**src/rtl/palette_loader.sv**
```systemverilog
`default_nettype none
// ============================================================================
// Module   : palette_loader
// Brief    : Stages a 4-colour palette from the ioctl channel and commits it to
//            the live table on vblank. Does the 2-bit to RGB888 pixel lookup.
//            Optional flicker blend is built when PALETTE_BLEND_EN is defined.
// Revision : 1.0 - initial release
// ============================================================================
module palette_loader #(
    parameter logic [5:0]  FILE_INDEX      = 6'd3,
    parameter logic [95:0] DEFAULT_PALETTE = 96'h384052_386B82_6BA378_87BA6B
) (
    input  logic        clk_sys,
    input  logic        reset,
    input  logic        ioctl_download,
    input  logic [7:0]  ioctl_index,
    input  logic        ioctl_wr,
    input  logic [24:0] ioctl_addr,
    input  logic [7:0]  ioctl_dout,
    output logic        ioctl_wait,
    input  logic        enable,
    input  logic        vblank,
    input  logic        ce_pix,
    input  logic [1:0]  pixel,
    input  logic [1:0]  prev_pixel,
    input  logic        blend_en,
    output logic [7:0]  red,
    output logic [7:0]  green,
    output logic [7:0]  blue,
    output logic        pal_valid
);

    localparam int c_NUM_BYTES = 12;

    typedef enum logic [1:0] {
        ST_IDLE    = 2'd0,
        ST_LOAD    = 2'd1,
        ST_CHECK   = 2'd2,
        ST_PENDING = 2'd3
    } state_t;

    state_t      r_state;
    logic [11:0] r_mask;
    logic [7:0]  r_shadow [c_NUM_BYTES];
    logic [23:0] r_live [4];
    logic        r_pal_valid;
    logic        r_match_d;
    logic        r_vblank_d;

    logic        w_match;
    logic        w_match_rise;
    logic        w_vb_rise;
    logic        w_byte_ok;
    logic        w_accept;
    logic [3:0]  w_addr;
    logic [11:0] w_mask_set;
    logic [23:0] w_shadow_entry [4];
    logic [23:0] w_col [4];
    logic [23:0] w_cur;
    logic [23:0] w_out;
    logic        w_unused;

    assign w_match      = ioctl_download && (ioctl_index[5:0] == FILE_INDEX);
    assign w_match_rise = w_match && !r_match_d;
    assign w_vb_rise    = vblank && !r_vblank_d;
    assign w_addr       = ioctl_addr[3:0];
    assign w_byte_ok    = ioctl_wr && w_match && (ioctl_addr < 25'd12);
    assign w_accept     = w_byte_ok &&
                          ((r_state == ST_LOAD) || ((r_state == ST_IDLE) && w_match_rise));
    assign w_mask_set   = w_accept ? (12'b1 << w_addr) : 12'b0;

    // Holding the HPS here keeps the uncommitted shadow intact until vblank.
    assign ioctl_wait   = (r_state == ST_PENDING) && w_match;
    assign pal_valid    = r_pal_valid;

    always_ff @(posedge clk_sys) begin
        if (w_accept) begin
            r_shadow[w_addr] <= ioctl_dout;
        end
    end

    for (genvar n = 0; n < 4; n++) begin : g_entry
        assign w_shadow_entry[n] = {r_shadow[3*n], r_shadow[3*n+1], r_shadow[3*n+2]};
        assign w_col[n] = (enable && r_pal_valid) ? r_live[n] : DEFAULT_PALETTE[24*n +: 24];
    end

    // Download history resets high so a download still running across reset
    // never looks like a fresh start.
    always_ff @(posedge clk_sys or posedge reset) begin
        if (reset) begin
            r_state     <= ST_IDLE;
            r_mask      <= 12'b0;
            r_pal_valid <= 1'b0;
            r_match_d   <= 1'b1;
            r_vblank_d  <= 1'b0;
            for (int n = 0; n < 4; n++) begin
                r_live[n] <= DEFAULT_PALETTE[24*n +: 24];
            end
        end else begin
            r_match_d  <= w_match;
            r_vblank_d <= vblank;
            case (r_state)
                ST_IDLE: begin
                    if (w_match_rise) begin
                        r_state <= ST_LOAD;
                        r_mask  <= w_mask_set;
                    end
                end
                ST_LOAD: begin
                    r_mask <= r_mask | w_mask_set;
                    if (!w_match) begin
                        r_state <= ST_CHECK;
                    end
                end
                ST_CHECK: begin
                    r_state <= (&r_mask) ? ST_PENDING : ST_IDLE;
                end
                ST_PENDING: begin
                    if (w_vb_rise) begin
                        for (int n = 0; n < 4; n++) begin
                            r_live[n] <= w_shadow_entry[n];
                        end
                        r_pal_valid <= 1'b1;
                        r_mask      <= 12'b0;
                        r_state     <= w_match ? ST_LOAD : ST_IDLE;
                    end
                end
                default: r_state <= ST_IDLE;
            endcase
        end
    end

    assign w_cur = w_col[pixel];

`ifdef PALETTE_BLEND_EN
    logic [23:0] w_prev;
    logic [23:0] w_avg;

    assign w_prev = w_col[prev_pixel];

    for (genvar k = 0; k < 3; k++) begin : g_blend
        logic [8:0] w_sum;
        assign w_sum = {1'b0, w_cur[8*k +: 8]} + {1'b0, w_prev[8*k +: 8]};
        assign w_avg[8*k +: 8] = w_sum[8:1];
    end

    assign w_out    = blend_en ? w_avg : w_cur;
    assign w_unused = &{1'b0, ioctl_index[7:6]};
`else
    assign w_out    = w_cur;
    assign w_unused = &{1'b0, ioctl_index[7:6], blend_en, prev_pixel};
`endif

    always_ff @(posedge clk_sys or posedge reset) begin
        if (reset) begin
            red   <= 8'h00;
            green <= 8'h00;
            blue  <= 8'h00;
        end else if (ce_pix) begin
            {red, green, blue} <= w_out;
        end
    end

endmodule
`default_nettype wire

```
**config.mk**
```make
export PLATFORM = sky130hd
export DESIGN_NAME = palette_loader
export DESIGN_NICKNAME = d
export VERILOG_FILES = /design/src/rtl/palette_loader.sv
export SDC_FILE = /design/constraint.sdc
export NUM_CORES = 1
export LEC_CHECK = 0
export ABC_AREA = 1
export BUFFER_PORTS_ARGS = -buffer_cell sky130_fd_sc_hd__buf_4
export CAP_MARGIN = 10
export CORE_MARGIN = 3
export CORE_UTILIZATION = 48
export CTS_CLUSTER_DIAMETER = 120
export CTS_CLUSTER_SIZE = 8
export DETAILED_ROUTE_END_ITERATION = 12
export PLACE_DENSITY = 0.71
export SLEW_MARGIN = 20
export SYNTH_ARGS = -nofsm -noshare
export SYNTH_HDL_FRONTEND = slang
export SYNTH_SLANG_ARGS = --single-unit
```
**constraint.sdc**
```tcl
create_clock -name clk_sys -period 5.8 [get_ports clk_sys]
set_input_delay 0.29 -clock clk_sys [delete_from_list [all_inputs] [get_ports clk_sys]]
set_output_delay 0.29 -clock clk_sys [all_outputs]
set_load 0.02 [all_outputs]
```
Word-level counts from Yosys, hierarchy flattened

Memory sizes are Yosys's and may differ from the RTL's. A register that Yosys moved wholly into a read port is not among the register bits.
Cells that the tools add are included.

$lt $le $gt $ge: 2
Bitwise operators: 2
Shifts and indexed selects: 1
Multiplexer cells: 19
Reductions and logical operators: 18
Equal/unequal tests: 7

Operator list:

| cell                                                                           | count |
|---|---|
| 24-bit two-way mux                                                             | 6 |
| 24-bit binary-select mux with 2-bit select                                     | 1 |
| 12-bit two-way mux                                                             | 3 |
| 12-bit one-hot mux with 3 select lines                                         | 1 |
| 25-bit by 4-bit less-than comparator with 1-bit output (second input constant) | 1 |
| 12-bit bitwise OR                                                              | 1 |
| 12-bit AND reduction                                                           | 1 |
| 1-bit by 4-bit left shift with 12-bit output (first input constant)            | 1 |
| 1-bit logical AND                                                              | 9 |
| 2-bit two-way mux                                                              | 4 |
| 2-bit one-hot mux with 4 select lines                                          | 1 |
| 6-bit by 2-bit equality test with 1-bit output (second input constant)         | 1 |
| 2-bit != test (second input constant)                                          | 3 |
| 3-bit AND reduction                                                            | 2 |
| 2-bit equality test (second input constant)                                    | 2 |
| 3-bit greater-or-equal comparator (second input constant)                      | 1 |
| 1-bit two-way mux                                                              | 3 |
| 2-bit inverter with 3-bit output                                               | 1 |
| 3-bit nonzero test                                                             | 1 |
| 2-bit by 1-bit equality test with 1-bit output (second input constant)         | 1 |
| 1-bit zero test                                                                | 2 |
| 2-bit zero test                                                                | 1 |
| 2-bit AND reduction                                                            | 1 |
| 1-bit logical OR                                                               | 1 |

Bits in writable memories: 96
Register bits: 41
Bits of input ports: 53
Output and inout port bits: 26
Memories: 1
Word-level logic and storage cells: 58

Memory list:

| memory   | words | width | read ports | clocked after memory_dff | write ports | line | text |
|---|---|---|---|---|---|---|---|
| r_shadow | 12    | 8     | 12         | 12                       | 1           | 44   | `logic [7:0] r_shadow [c_NUM_BYTES];` |

Depth between registers and ports, before layout

Gate-level depths: netlist of run 1.

Depth after elaboration: 9
Depth in mapped cells: 10
Depth with buffers taken out: 10

Worst setup path before layout of run 1

No wires, ideal clock.

Kind: input -> register
Start: input ioctl_index[4]
End: memory r_shadow[1][0] (enable)
Stages on the path: 8
Setup time: 324 ps
Buffers on the path: 1
Data required time: 5476 ps
Path slack: 4227 ps
Arrival: 1249 ps
Cells stage by stage: inv_1 > nand2_1 > nor2_1 > nand3_1 > a21oi_4 > buf_4 > nand4_1 > inv_1

Cells in the longest elaborated chain, start to end: 8
Elaborated cells on any way between the ends: 10
Classes of those cells: 1 x eq/ne; 2 x mux; 7 x reduce/logical

Ends and longest elaborated chain:

| element                                            | line | text |
|---|---|---|
| start, declared                                    | 16   | `input logic [7:0] ioctl_index,` |
| 6-bit by 2-bit equality test with 1-bit output (*) | 63   | `assign w_match = ioctl_download && (ioctl_index[5:0] == FILE_INDEX);` |
| 1-bit logical AND (*)                              | 63   |  |
| 1-bit logical AND                                  | 64   | `assign w_match_rise = w_match && !r_match_d;` |
| 1-bit logical AND                                  | 69   | `((r_state == ST_LOAD) \|\| ((r_state == ST_IDLE) && w_match_rise));` |
| 1-bit logical OR                                   | 69   |  |
| 1-bit logical AND (*)                              | 68   | `assign w_accept = w_byte_ok &&` |
| 1-bit two-way mux (*)                              | 77   | `if (w_accept) begin` |
| 1-bit two-way mux (implied by the code) (*)        | 78   | `r_shadow[w_addr] <= ioctl_dout;` |
| end, declared                                      | 44   |  |

Mark *: on every way between the ends. The rest lies on a longest branch, timed or not.

Worst setup path after layout of run 1

Start: register r_state[0]
End: register r_live[10] (netlist name), read port of r_shadow

Cells in the longest elaborated chain, start to end: 2

Ends and longest elaborated chain:

| element                       | line | text |
|---|---|---|
| start, declared               | 42   | `state_t r_state;` |
| start signal, assigned        | 116  | `r_state <= (&r_mask) ? ST_PENDING : ST_IDLE;` |
| start signal, assigned        | 125  | `r_state <= w_match ? ST_LOAD : ST_IDLE;` |
| 2-bit equality test           | 102  | `case (r_state)` |
| 2-bit AND reduction (no line) | -    |  |
| end, declared                 | 45   | `logic [23:0] r_live [4];` |

Every way passes these cells.
A chain may end at the register's enable or synchronous reset.

==> results of run 1 <==
-- through the flow --
| stage | setup slack (ns) | area, µm² |
|---|---|---|
| final | 3.276 | 11470 |
| after CTS | 3.259 | 11470 |
| after floorplan | 1.917 | 9804 |
| after global placement | 3.306 | 10430 |
| after global routing | 3.158 | 11470 |
| after detailed placement | 3.269 | 10430 |
-- layout by cell type (no fill, tap or decap), types with 3 or more instances in the layout --
master     synthesis  routed
a21oi_1           42      42
a21oi_2           20      20
a31oi_1            3       3
buf_4              2      79
clkbuf_1           9      25
clkbuf_16          0      36
dfrtp_1           92      92
dfstp_2           45      45
edfxtp_1          96      96
inv_1             73      72
mux2_4            68      68
nand2_1          118     118
nand3_1           22      22
nand4_1           11      11
nor2_1            79      79
nor2_4            12      12
o21ai_0           29      29
o21ai_1            3       3
o221ai_1           8       8
o22ai_1            3       3
-- state kept, by name (all words and copies together) (netlist names) --
name	flops
blue	8
green	8
pal_valid	1
r_live	96
r_mask	12
r_match_d	1
r_shadow	96
r_state	2
r_vblank_d	1
red	8
-- cell families (layout without fill, tap and decap cells) --
kind of cell    after synthesis  count (layout)  synth area share [%]
compound gates              115             115                 7.364
buf+inv                     107             218                 5.972
flops                       233             233                 64.94
simple gates                247             247                 11.20
mux                          69              69                 10.52
-- how the worst min path moves through the flow --
stage	from	end	slack, ns
finish	reset	pal_valid	-0.01
global placement	vblank	r_vblank_d	0.41
detailed placement	vblank	r_vblank_d	0.41
global route	reset	r_live[0]	0.06
floorplan	vblank	r_vblank_d	0.32
CTS	reset	r_live[0]	0.02
-- power by group through the flow --
stage / Sequential [mW] / Clock, mW / Combinational, mW
after floorplan: 2.38 / 0 / 0.750
after global placement: 2.40 / 0 / 0.937
after detailed placement: 2.42 / 0 / 0.977
after CTS: 2.40 / 1.88 / 0.987
after global routing: 2.44 / 1.96 / 1.07
final: 2.40 / 1.85 / 0.981
-- worst max-delay path: cells and delay by family, from the launching register on --
kind / cells / cell delay (ns)
buffers and inverters: 2 / 0.82
flip-flops: 1 / 0.48
multiplexers: 1 / 0.37
AND/OR/NAND/NOR: 2 / 0.68
-- layer usage --
metal,GRT usage [%],wire length (µm)
met3,3.859,1216
met2,31.52,10080
met1,27.01,9423
met5,0,0
met4,9.199,688
-- final cells by class --
cell class	count	share of cell area, %
sequential	233	55.53
multi-input combinational	431	24.87
clock buffer	61	8.674
timing repair buffer	80	5.259
tap	265	2.891
inverter	74	2.488
clock inverter	3	0.2946
==> flow_metrics.tcl, run 1 <==
set metrics [dict create \
    status "finished with violations" \
    violations "hold timing" \
    gp_congestion 0.8530 \
    core_um2 19780 \
    synth_edf_count 96 \
    syn_area_um2 9804 \
    antenna_found_initial 0 \
    syn_area_per_cell_um2 12.72 \
    crit_path_end "r_live[10]" \
    path_max_fanout 81 \
    synth_most_common_cell "nand2_1" \
    ant_nets 0 \
    worstPathCellList "nand2_2 -> inv_4 -> nand2_8 -> buf_4 -> mux2_4" \
    drt_pass1_iterations 5 \
    r2r_cells 5 \
    vias 5993 \
    utilization_pct 57.97 \
    fin_worst_skew_ns 0.02650 \
    pwr-share-seq_pct 45.9 \
    ff_latch_area_um2 6367 \
    start_util_pct 49.56 \
    cts_tree "yes" \
    reg2reg_to "r_live[10]" \
    grt_first_pass_wirelength_um 34030 \
    synth_nets 824 \
    power_mw 5.238 \
    instances_no_fill 1147 \
    slowest_delay_ns 0.77 \
    fillCellCount 1570 \
    cts_buffer_depth 3 \
    cts_root_buf "clkbuf_16" \
    slew_viol_final 0 \
    clk_pin_slew_ns 0.05 \
    cts_buffers 35 \
    area_growth_pct 16.96 \
    htree_num_levels 2 \
    grtUsageTotal_pct 19.98 \
    drt_iter0_drc 398 \
    reg2reg_from "r_state[0]" \
    whs_ns -0.01283 \
    wl_per_cell_um 18.66 \
    worst_slew_pin_slew_ns 0.9244 \
    critPathCaptureType "flip-flop" \
    dpl.cell_count 1082 \
    die_y_um 148.9 \
    pwr-share-comb_pct 18.7 \
    setup_viol 0 \
    die_width_um 148.9 \
    cp-startpoint "r_state[0]" \
    via_per_inst 5.225 \
    yosys_warnings 0 \
    worst-r2r-setup-slack_ns 3.28 \
    synthTopCellsByCount "118 x nand2_1, 96 x edfxtp_1, 92 x dfrtp_1" \
    critPathArrivalTime_ns 2.90 \
    die_area_um2 22180 \
    grt_start_max_net_pins 101 \
    grt_pass1_vias 6337 \
    drc 0 \
    synth.ff_latch_count 233 \
    slew_headroom_pct 38.31 \
    worst-setup-path-type "reg2reg" \
    rows 51 \
    cts_resized 0 \
    rsz0062_at_grt "false" \
    ys.flop_type "edfxtp_1" \
    internal-power_mw 3.881 \
    synth.area.top_cells "edfxtp_1 29%, dfrtp_1 23%, dfstp_2 12%, mux2_4 10%, nand2_1 4.5%" \
    min_path_type "in2async" \
    multiInputGateArea_um2 2851 \
    ir_drop_mv 0.1653 \
    setup-tns-final_ns 0 \
    dp.final_hpwl_um 12820 \
    cp-start-kind "flip-flop" \
    fin_crit_ns 2.524 \
    yosysTopAreaCellShare_pct 29.40 \
    clock.fmax_mhz 396.2 \
    clock-sinks 233 \
    n_antenna_cell 0 \
    slowest_stage "buf_4" \
    postCtsSetupRepairBufs 0 \
    sw_frac_of_total_pct 25.90 \
    port_buffers 73 \
    p_clk_share_pct 35.4 \
    synthCells 771 \
    finalWirelength_um 21410 \
    required_ns 6.18 \
    synth_async_sr_flop_share_pct 58.80 \
    power.leakage_nw 5.175 \
    ys_seq_area_share_pct 64.94 \
    drv_cap 0 \
    io_pins 79 \
    hold_buffers 1 \
    clock_latency_ns 0.51 \
    yosys.area.top_type "edfxtp_1" \
    nets 908 \
    grt.overflow.total 0 \
    min_period_over_period_pct 43.52 \
    hold_viol_final 10 \
    drive_gt1_share_pct 30.73 \
    synthDistinctLibCells 33 \
    p_per_area_nw_per_um2 456.8 \
    p_sw_mw 1.357 \
]
Power figures use the tool's default switching activity.
==> run 2: changes to the inputs <==
--- a/config.mk
+++ b/config.mk
@@ -5,7 +5,7 @@
 export SDC_FILE = /design/constraint.sdc
 export NUM_CORES = 1
 export LEC_CHECK = 0
-export ABC_AREA = 1
+export ABC_AREA = 0
 export BUFFER_PORTS_ARGS = -buffer_cell sky130_fd_sc_hd__buf_4
 export CAP_MARGIN = 10
 export CORE_MARGIN = 3
@@ -13,7 +13,7 @@
 export CTS_CLUSTER_DIAMETER = 120
 export CTS_CLUSTER_SIZE = 8
 export DETAILED_ROUTE_END_ITERATION = 12
-export PLACE_DENSITY = 0.71
+export PLACE_DENSITY = 0.74
 export SLEW_MARGIN = 20
 export SYNTH_ARGS = -nofsm -noshare
 export SYNTH_HDL_FRONTEND = slang
==> constraint.sdc (replaced) <==
create_clock -name clk_sys -period 2.3 [get_ports clk_sys]
set_input_delay 0.115 -clock clk_sys [delete_from_list [all_inputs] [get_ports clk_sys]]
set_output_delay 0.115 -clock clk_sys [all_outputs]
set_load 0.02 [all_outputs]
==> run 2 against run 1 <==
The flow now finishes without violations. First-iteration DRC count down 17%. Clock skew down 0.0082 ns. Sequential power up 84%.
==> flow_metrics.tcl, run 2 <==
set metrics [dict create \
    status "completed" \
    io_pins 79 \
    dpl.cell_count 868 \
    grt.overflow.total 0 \
    worst_slew_pin_slew_ns 1.030 \
    n_antenna_cell 0 \
    yosys.area.top_type "edfxtp_1" \
    synth.ff_latch_count 233 \
    power_mw 9.337 \
    antenna_found_initial 0 \
    hold_buffers 12 \
    htree_num_levels 2 \
    wl_per_cell_um 20.32 \
    worstPathCellList "dlygate4sd3_1 -> buf_4 -> nor4b_4 -> nand4_2 -> or2_4 -> nor4_2 -> buf_4" \
    cts_resized 0 \
    cts_buffers 35 \
    synthCells 576 \
    reg_top3 "r_live (96), r_shadow (96), r_mask (12)" \
    cp-start-kind "input port" \
    cts_root_buf "clkbuf_16" \
    ys.flop_type "edfxtp_1" \
    area_growth_pct 22.63 \
    ir_drop_mv 0.4461 \
    final_cell_mix "113 x mux2_2, 96 x edfxtp_1, 92 x dfrtp_1, 92 x buf_4, 45 x dfstp_2" \
    grtUsageTotal_pct 18.93 \
    port_buffers 73 \
    slew_headroom_pct 31.13 \
    grt_start_max_net_pins 138 \
    slew_viol_final 0 \
    gp_congestion 0.7472 \
    worst-r2r-setup-slack_ns 0.35 \
    synth.area.top_cells "edfxtp_1 32%, dfrtp_1 25%, mux2_2 14%, dfstp_2 13%, mux2i_1 1.9%" \
    drv_cap 0 \
    path_common_cell "buf_4" \
    critPathCaptureType "flip-flop" \
    setup-tns-final_ns 0 \
    synthDistinctLibCells 51 \
    critPathArrivalTime_ns 2.24 \
    fin_worst_skew_ns 0.01833 \
    required_ns 2.48 \
    via_per_inst 5.634 \
    hold_depth 3 \
    ant_nets 0 \
    postCtsSetupRepairBufs 0 \
    hold_path.startpoint "ioctl_addr[1]" \
    syn_area_per_cell_um2 15.88 \
    min_period_over_period_pct 89.43 \
    core_um2 18330 \
    synth_nets 629 \
    clk_pin_slew_ns 0.05 \
    clock.fmax_mhz 486.2 \
    min_path_type "in2reg" \
    rsz0062_at_grt "false" \
    syn_area_um2 9145 \
    reg2reg_from "r_match_d" \
    yosys_warnings 0 \
    slowest_delay_ns 0.53 \
    synth_async_sr_flop_share_pct 58.80 \
    die_y_um 144.0 \
    yosysTopAreaCellShare_pct 31.52 \
    finalWirelength_um 19120 \
    ys_seq_area_share_pct 69.63 \
    worst_slack_ns 0.2430 \
    slowest_stage "dlygate4sd3_1" \
    drt_iter0_drc 330 \
    clock_latency_ns 0.49 \
    r2r_cells 4 \
    setup_viol 0 \
    dp.final_hpwl_um 11470 \
    cts_tree "yes" \
    power.leakage_nw 4.665 \
    clock-sinks 233 \
    synthTopCellsByCount "113 x mux2_2, 96 x edfxtp_1, 92 x dfrtp_1" \
    synth_most_common_cell "mux2_2" \
    worst-setup-path-type "in2reg" \
    drt_pass1_iterations 4 \
    grt_pass1_vias 5755 \
    nets 741 \
    instances_no_fill 941 \
    min_to "r_mask[5]" \
    start_util_pct 49.89 \
    die_width_um 144.0 \
    die_area_um2 20740 \
    drive_gt1_share_pct 44.24 \
    rows 49 \
    drc 0 \
    whs_ns 0.07406 \
    path_max_fanout 12 \
    final_common_cell "mux2_2" \
    vias 5302 \
    fin_crit_ns 2.057 \
    p_per_area_nw_per_um2 832.6 \
    grt_first_pass_wirelength_um 30330 \
    reg2reg_to "r_shadow[3][7]" \
    cts_buffer_depth 3 \
    hold_viol_final 0 \
    place_ws_ns 0.1929 \
    synth_edf_count 96 \
]
==> run 2: layer usage <==
layer	GRT usage (%)	vias up	routed length, µm
met5	0	-	0
met4	8.028	0	533
met3	3.175	43	861
met2	32.07	142	9646
met1	24.30	2712	8078
li1	-	2405	-
==> run 2: cell families (layout without fill, tap and decap cells) <==
kind of cell	Yosys count	count (layout)	synth area share, %
buffers and inverters	45	181	2.066
muxes	132	132	16.27
AOI/OAI and AO/OA	88	88	6.677
and+or+nand+nor	78	78	5.363
DFF	233	233	69.63
==> run 2: critical path, delay by kind of cell <==
| kind | cells | cell delay (ns) |
|---|---|---|
| buf+inv | 3 | 0.92 |
| simple gates | 4 | 1.19 |
==> run 2: worst max path at each step <==
stage,to,cells past startpoint,startpoint,slack (ns)
2_1_floorplan,r_shadow[10][0],5,ioctl_addr[22],-0.05
3_3_place_gp,r_shadow[1][3],6,ioctl_index[2],0.31
3_5_place_dp,r_shadow[10][3],6,ioctl_index[2],0.19
4_1_cts,r_shadow[10][0],7,ioctl_index[4],0.21
5_1_grt,r_shadow[10][1],7,ioctl_index[4],0.08
6_report,r_shadow[3][7],7,ioctl_index[4],0.24
==> run 2: power by group <==
part | leakage, nW | switching, mW | internal [mW]
Sequential | 2.56 | 0.0242 | 4.39
Clock | 0.468 | 1.67 | 2.83
Combinational | 1.64 | 0.249 | 0.174
Total | 4.67 | 1.94 | 7.39
==> run 2: final cells by class <==
class | count | area (µm²)
Multi-Input combinational cell | 298 | 2670
Sequential cell | 233 | 6367
Tap cell | 229 | 286.5
Fill cell | 1292 | 7117
Inverter | 14 | 56.30
Clock buffer | 59 | 965.9
Timing Repair Buffer | 106 | 850.8
Clock inverter | 2 | 17.52
==> run 2: stage by stage <==
| step | area, µm² | utilization [%] |
|---|---|---|
| after floorplan | 9149 | - |
| after global placement | 10110 | 55.16 |
| after detailed placement | 10110 | 55.16 |
| after CTS | 11210 | 61.18 |
| after global routing | 11210 | 61.18 |
| final | 11210 | 61.18 |
